==> src/rtl/multi_event_sync.sv <==
// Multi-channel receive-side event synchroniser: per-channel sync chain, programmable
// edge decode, one-cycle event pulse, sticky flag and saturating event counter.
module multi_event_sync #(
   parameter int                          NUM_CHANNELS    = 4,
   parameter int                          NUM_SYNC_STAGES = 2,
   parameter logic [2*NUM_CHANNELS-1:0]   EDGE_MODE       = '0,
   parameter int                          CNT_W           = 8,
   parameter bit                          REGISTER_OUTPUT = 1'b1
) (
   input  logic                          clk,
   input  logic                          rst_n,
   input  logic [NUM_CHANNELS-1:0]       signal_id,
   input  logic [NUM_CHANNELS-1:0]       clr_id,
   output logic [NUM_CHANNELS-1:0]       pulse_od,
   output logic [NUM_CHANNELS-1:0]       sticky_od,
   output logic [NUM_CHANNELS*CNT_W-1:0] cnt_od,
   output logic [NUM_CHANNELS-1:0]       cnt_sat_od
);

   localparam int                ARM_MAX  = NUM_SYNC_STAGES + 1;
   localparam int                ARM_W    = $clog2(ARM_MAX + 1);
   localparam logic [ARM_W-1:0]  ARM_LAST = ARM_W'(ARM_MAX);
   localparam logic [CNT_W-1:0]  CNT_MAX  = {CNT_W{1'b1}};

   logic [NUM_CHANNELS-1:0] sync_ff [NUM_SYNC_STAGES];
   logic [NUM_CHANNELS-1:0] sync;
   logic [NUM_CHANNELS-1:0] sync_1d;
   logic [NUM_CHANNELS-1:0] evt;
   logic [NUM_CHANNELS-1:0] pulse_nxt;
   logic [ARM_W-1:0]        arm_cnt;
   logic                    armed;

   always_ff @(posedge clk or negedge rst_n) begin
      if (!rst_n) begin
         for (int s = 0; s < NUM_SYNC_STAGES; s++) sync_ff[s] <= '0;
         sync_1d <= '0;
      end else begin
         sync_ff[0] <= signal_id;
         for (int s = 1; s < NUM_SYNC_STAGES; s++) sync_ff[s] <= sync_ff[s-1];
         sync_1d <= sync;
      end
   end

   assign sync = sync_ff[NUM_SYNC_STAGES-1];

   // armed rises the cycle after the counter saturates, so inputs that were already
   // high at reset release (or changed while the chain filled) never raise an event.
   always_ff @(posedge clk or negedge rst_n) begin
      if (!rst_n) begin
         arm_cnt <= '0;
         armed   <= 1'b0;
      end else begin
         if (arm_cnt != ARM_LAST) arm_cnt <= arm_cnt + 1'b1;
         armed <= (arm_cnt == ARM_LAST);
      end
   end

   for (genvar i = 0; i < NUM_CHANNELS; i++) begin : g_ch
      localparam logic [1:0] MODE = EDGE_MODE[2*i+1:2*i];

      logic             raw_evt;
      logic [CNT_W-1:0] cnt_q;
      logic [CNT_W-1:0] cnt_base;
      logic [CNT_W-1:0] cnt_nxt;
      logic             sticky_q;
      logic             sat_q;

      always_comb begin
         case (MODE)
            2'd0:    raw_evt = sync[i] ^ sync_1d[i];
            2'd2:    raw_evt = ~sync[i] & sync_1d[i];
            default: raw_evt = sync[i] & ~sync_1d[i];
         endcase
      end

      assign evt[i]       = raw_evt & armed;
      assign pulse_nxt[i] = (MODE == 2'd3) ? (sync[i] & armed) : evt[i];

      // A clear and an event in the same cycle leave the channel at one event.
      assign cnt_base = clr_id[i] ? '0 : cnt_q;
      assign cnt_nxt  = (evt[i] && (cnt_base != CNT_MAX)) ? cnt_base + 1'b1 : cnt_base;

      always_ff @(posedge clk or negedge rst_n) begin
         if (!rst_n) begin
            cnt_q    <= '0;
            sticky_q <= 1'b0;
            sat_q    <= 1'b0;
         end else begin
            cnt_q    <= cnt_nxt;
            sat_q    <= (cnt_nxt == CNT_MAX);
            sticky_q <= evt[i] | (sticky_q & ~clr_id[i]);
         end
      end

      assign cnt_od[CNT_W*i +: CNT_W] = cnt_q;
      assign sticky_od[i]             = sticky_q;
      assign cnt_sat_od[i]            = sat_q;
   end

   if (REGISTER_OUTPUT) begin : g_pulse_reg
      logic [NUM_CHANNELS-1:0] pulse_q;

      always_ff @(posedge clk or negedge rst_n) begin
         if (!rst_n) pulse_q <= '0;
         else        pulse_q <= pulse_nxt;
      end

      assign pulse_od = pulse_q;
   end else begin : g_pulse_comb
      assign pulse_od = pulse_nxt;
   end

endmodule

==> config.mk <==
export PLATFORM = sky130hd
export DESIGN_NAME = multi_event_sync
export DESIGN_NICKNAME = d
export VERILOG_FILES = /design/src/rtl/multi_event_sync.sv
export SDC_FILE = /design/constraint.sdc
export NUM_CORES = 1
export LEC_CHECK = 0
export ABC_AREA = 1
export CAP_MARGIN = 10
export CORE_ASPECT_RATIO = 1.1
export CORE_MARGIN = 2
export CORE_UTILIZATION = 45
export CTS_CLUSTER_SIZE = 25
export DETAILED_ROUTE_END_ITERATION = 8
export PLACE_DENSITY = 0.71
export SYNTH_ARGS = -nofsm -noshare
export SYNTH_HDL_FRONTEND = slang
export SYNTH_SLANG_ARGS = --single-unit
==> constraint.sdc <==
create_clock -name clk -period 1.7 [get_ports clk]
set_input_delay 0.34 -clock clk [delete_from_list [all_inputs] [get_ports clk]]
set_output_delay 0.34 -clock clk [all_outputs]
set_load 0.1 [all_outputs]
Yosys cells after proc, flatten, opt, wreduce, memory -nomap -nowiden
Cells that the tools add are included.
- bits of input ports: 10
- word-level logic and storage cells: 65
- register bits after elaboration: 59
- bitwise operators: 20
- reduce and logical (&&, ||, !) cells: 4
- eq/ne operators: 10
- $add $sub $neg: 5
- mux-type cells: 8
- operator list (cell ; count):
    $mux 8 ; 8
    $add 8x1->8 const B ; 4
    $eq 8x8->1 const B ; 4
    $ne 8x8->1 const B ; 4
    $and 1x1->1 ; 8
    $logic_and 1x1->1 ; 4
    $not 1->1 ; 4
    $or 1x1->1 ; 4
    $xor 1x1->1 ; 4
    $add 2x1->2 const B ; 1
    $eq 2x2->1 const B ; 1
    $ne 2x2->1 const B ; 1

Depth between registers and ports, before layout
- depth in word-level cells: 5
- mapped depth: 11

Least setup slack after synthesis
Ideal clock, no wire load.
- kind: flip-flop to flip-flop
- start: register g_ch[1].cnt_q[1]
- end: register g_ch[1].sat_q
- stages on the path, launching flop included: 11
- setup time: 71 ps
- arrival time: 1885 ps
- period minus slack after synthesis: 1956 ps
- slack: -256 ps
- cell sequence: dfrtp_1 -> inv_1 -> nor2_2 -> nand2_2 -> nor2_4 -> nand2_2 -> nand3_1 -> nand2_1 -> nor2_1 -> nand2_1 -> nor2_1
- longest elaborated chain between the ends: 5
- RTL lines (item ; RTL line ; text):
    from (decl) ; 62 ; logic [CNT_W-1:0] cnt_q;
    from (signal assigned) ; 89 ; cnt_q <= cnt_nxt;
    $mux 8 (*) ; 80 ; assign cnt_base = clr_id[i] ? '0 : cnt_q;
    branches (longest 2 deep; another with $add 8x1->8) ; - ;
    $mux 8 (*) ; 81 ; assign cnt_nxt = (evt[i] && (cnt_base != CNT_MAX)) ? cnt_base + 1'b1 : cnt_base;
    $eq 8x8->1 (*) ; 90 ; sat_q <= (cnt_nxt == CNT_MAX);
    to (signal assigned) ; 90 ;
    to (decl) ; 66 ; logic sat_q;
Mark *: on every way between the ends.
A chain may end at the register's enable or synchronous reset.

Final worst setup path
- start: input clr_id[2]
- end: register g_ch[2].sat_q
- longest elaborated chain between the ends: 5
- RTL lines (item ; RTL line ; text):
    from (decl) ; 13 ; input logic [NUM_CHANNELS-1:0] clr_id,
    $mux 8 (*) ; 80 ;
    branches (longest 2 deep; another with $add 8x1->8) ; - ;
    $mux 8 (*) ; 81 ;
    net g_ch[2].cnt_nxt[2] ; 64 ; logic [CNT_W-1:0] cnt_nxt;
    $eq 8x8->1 (*) ; 90 ;
    to (signal assigned) ; 90 ;
    to (decl) ; 66 ;
Mark *: on every way through the listed nets, which the timed path passes.

==> run_results.csv <==
group,metric,value,unit
outcome,outcome,"complete, but fails checks",
outcome,violations,"negative hold slack",
yosys,synth_area,3110,um2
global_routing,antenna_found_initial,0,
timing,worst_slew_pin_slew,322,ps
cts,root_buffer,"clkbuf_8",
cts,cts_tree,"built",
global_routing,grt_util_all_layers,0.203,
power_and_ir_drop,power.total,3.96,mW
critical_path,critical_path_class,"primary input to flop",
final_layout,syn_to_final_growth,51.0,%
timing,fin_worst_skew,9.47,ps
floorplanning,start_util,0.468,
final_layout,post-route-util,0.707,
timing,rsz0062_at_grt,"yes",
cts,cts-buffers-inserted,9,
floorplanning,fp-row-count,31,
critical_path,cp.arrival,1950,ps
cts,clk_path_buf_depth,2,
floorplanning,core,6630,um2
critical_path,r2r_end,"g_ch[2].sat_q",
hold_path,min_path_type,"primary input to async pin",
critical_path,crit_fanout,7,
final_layout,diodes,0,
yosys,ys_types,30,
critical_path,cp-endpoint,"g_ch[2].sat_q",
floorplanning,fp.dieW,83.2,um
timing,holdWs,-2.81,ps
cts,hold_buffers,0,
detailed_routing,ant_nets,0,
final_layout,fillers,494,
critical_path,start_kind,"primary input",
global_routing,grt_pass1_wl,12500,um
yosys,syn_area_per_cell,7.93,um2
yosys,ys_seq_area_frac,0.475,
final_layout,fin_nets,499,
critical_path,r2r_slack,140,ps
detailed_routing,routed_wl,7060,um
critical_path,required,1960,ps
floorplanning,fp.dieArea,7590,um2
detailed_routing,viasPerCell,4.84,
critical_path,startpoint,"clr_id[2]",
place,port_buffers,53,
critical_path,crit_path_end_kind,"flop",
power_and_ir_drop,power.static_leakage,2.36,nW
global_routing,grt_pass1_vias,2862,
timing,setup_violations,0,
detailed_routing,drt_iter0_drc,127,
floorplanning,fp.dieH,91.1,um
floorplanning,ios,54,
timing,hold_viol,11,
global_routing,overflow,0,
timing,finalCritPeriodShare,0.992,
timing,slew_headroom,0.783,
timing,period_minus_slack,1690,ps
critical_path,reg2reg_depth,7,
cts,clkLatencyLatePin,340,ps
critical_path,slowest_delay,410,ps
detailed_routing,dr.pass1.iters,4,
detailed_routing,avgRoutedWirePerCell,12.3,um
run,maxCapViolations,0,
critical_path,r2r-start,"sync[2]",
place,gp_congestion,0.860,
detailed_routing,num_vias,2783,
power_and_ir_drop,p_per_area,844,nW/um2
timing,slew_viol_final,0,
power_and_ir_drop,vdd_ir_drop_max,696,uV
final_layout,layout-drive-gt1-share,0.373,
place,hpwl,5050,um
timing,fmax,593,MHz
cts,cts.sinks,59,
global_routing,grt_max_degree,60,
detailed_routing,post-route-drc-count,0,
yosys,postSynthCellCount,392,
critical_path,cpMaxStageDelayCell,"clkdlybuf4s50_1",
yosys,synth_fp_nets,403,
cts,htree_levels,3,
critical_path,crit_chain,"clkdlybuf4s50_1 > inv_2 > nand3_1 > nor2_4 > nand2_2 > nand2_2 > nand2_1 > o21ai_0 > nand3_1 > nor2_2",
cts,cts.clk_slew.worst_paths,70,ps
yosys,ys_seq_elements,59,
yosys,synth.yosys.warnings,0,
[critical path, delay by kind of cell]
family                 cells  cell delay, ps
AND/OR/NAND/NOR            7             930
AO/OA/AOI/OAI              1             140
buffers and inverters      2             540
[worst min path at each step]
stage,from,end,depth (start not counted)
after global placement,sync_ff[5],sync[1],0
after detailed placement,sync_ff[6],sync[2],0
after CTS,rst_n,g_ch[1].sticky_q,2
after floorplan,rst_n,arm_cnt[0],0
final,rst_n,g_ch[0].cnt_q[5],2
after global routing,rst_n,pulse_od[1],2
[metrics by stage]
step	worst slack, ps	setup TNS (ps)	std cells	instance area [um2]
final	13.2	0	575	4690
after global routing	-117	-117	575	4690
after CTS	10.4	0	570	4640
after detailed placement	-284	-2800	554	4420
after global placement	-238	-1390	554	4420
after floorplan	43.0	0	392	3150
[synth_stat cells]
cell | count | area [um2]
inv_1 | 61 | 229
nor2_1 | 40 | 150
nand2_2 | 11 | 68.8
a31oi_1 | 1 | 6.26
or2_2 | 1 | 6.26
o22ai_1 | 1 | 6.26
nand3_1 | 30 | 150
o21bai_1 | 2 | 15.0
nor2_8 | 1 | 20.0
ha_1 | 1 | 12.5
a21oi_1 | 1 | 5.00
buf_4 | 10 | 75.1
nor2_2 | 7 | 43.8
buf_6 | 2 | 22.5
nor2_4 | 5 | 56.3
dfrtp_1 | 59 | 1480
mux2_2 | 1 | 11.3
nand3_2 | 8 | 80.1
o21ai_0 | 7 | 35.0
inv_2 | 7 | 26.3
o21ai_1 | 3 | 15.0
nand4_1 | 9 | 56.3
nand3b_1 | 4 | 30.0
nor3_1 | 1 | 5.00
xnor2_1 | 2 | 17.5
nand2_1 | 111 | 417
inv_4 | 2 | 12.5
nand2_4 | 1 | 11.3
nand3_4 | 2 | 35.0
nand3b_2 | 1 | 11.3
[sequential cells by signal, summed over array words and instances, names as in the netlist]
| signal | cells |
|---|---|
| g_ch.sat_q | 4 |
| armed | 1 |
| sync_1d | 4 |
| g_ch.cnt_q | 32 |
| sync | 4 |
| pulse_od | 4 |
| arm_cnt | 2 |
| sync_ff | 4 |
| g_ch.sticky_q | 4 |
[logic make-up (layout without fill, tap and decap cells)]
logic type	after synthesis	after routing	synth area share
flip-flops	59	59	0.475
AND/OR/NAND/NOR	232	232	0.367
AO/OA/AOI/OAI	15	15	0.0266
buffers and inverters	82	183	0.118
XOR/XNOR	2	2	0.00564
multiplexers	1	1	0.00362
adder cells (fa/ha/maj)	1	1	0.00403
[cell usage in the layout, fill, tap and decap left out, types with 8 or more instances in the layout]
cell        n
nand2_1   111
inv_1      61
buf_12     45
buf_4      43
nor2_1     39
dfrtp_2    33
nand3_1    30
dfrtp_1    26
nand2_2    11
clkbuf_8   10
nand4_1     9
nand3_2     8
[final cells by class]
type,instances,area [um2],share of cell area
sequential,59,1520,0.324
inverter,70,268,0.0571
timing repair buffer,97,1310,0.280
clock inverter,4,73.8,0.0157
multi-input combinational,251,1270,0.271
clock buffer,12,145,0.0309
tap,82,103,0.0219
[repair_timing]
| item | in CTS | in global routing |
|---|---|---|
| setup endpoints to repair | 0 | 4 |
| resized for setup | 0 | 4 |
| buffers inserted | 0 | 5 |
[routing by layer]
layer | part of all wire | GRT usage | up-vias
met5 | 0 | 0 | -
met4 | 0.020 | 0.102 | 0
met3 | 0.033 | 0.0436 | 12
met2 | 0.53 | 0.351 | 57
met1 | 0.42 | 0.237 | 1316
li1 | - | - | 1398
[report_power, final]
| group | internal [mW] | leakage [nW] | switching (mW) |
|---|---|---|---|
| clock network | 0.867 | 0.111 | 0.565 |
| registers | 1.48 | 0.690 | 0.0899 |
| logic | 0.346 | 1.56 | 0.611 |
No activity file was read; power rests on OpenSTA's default activity.
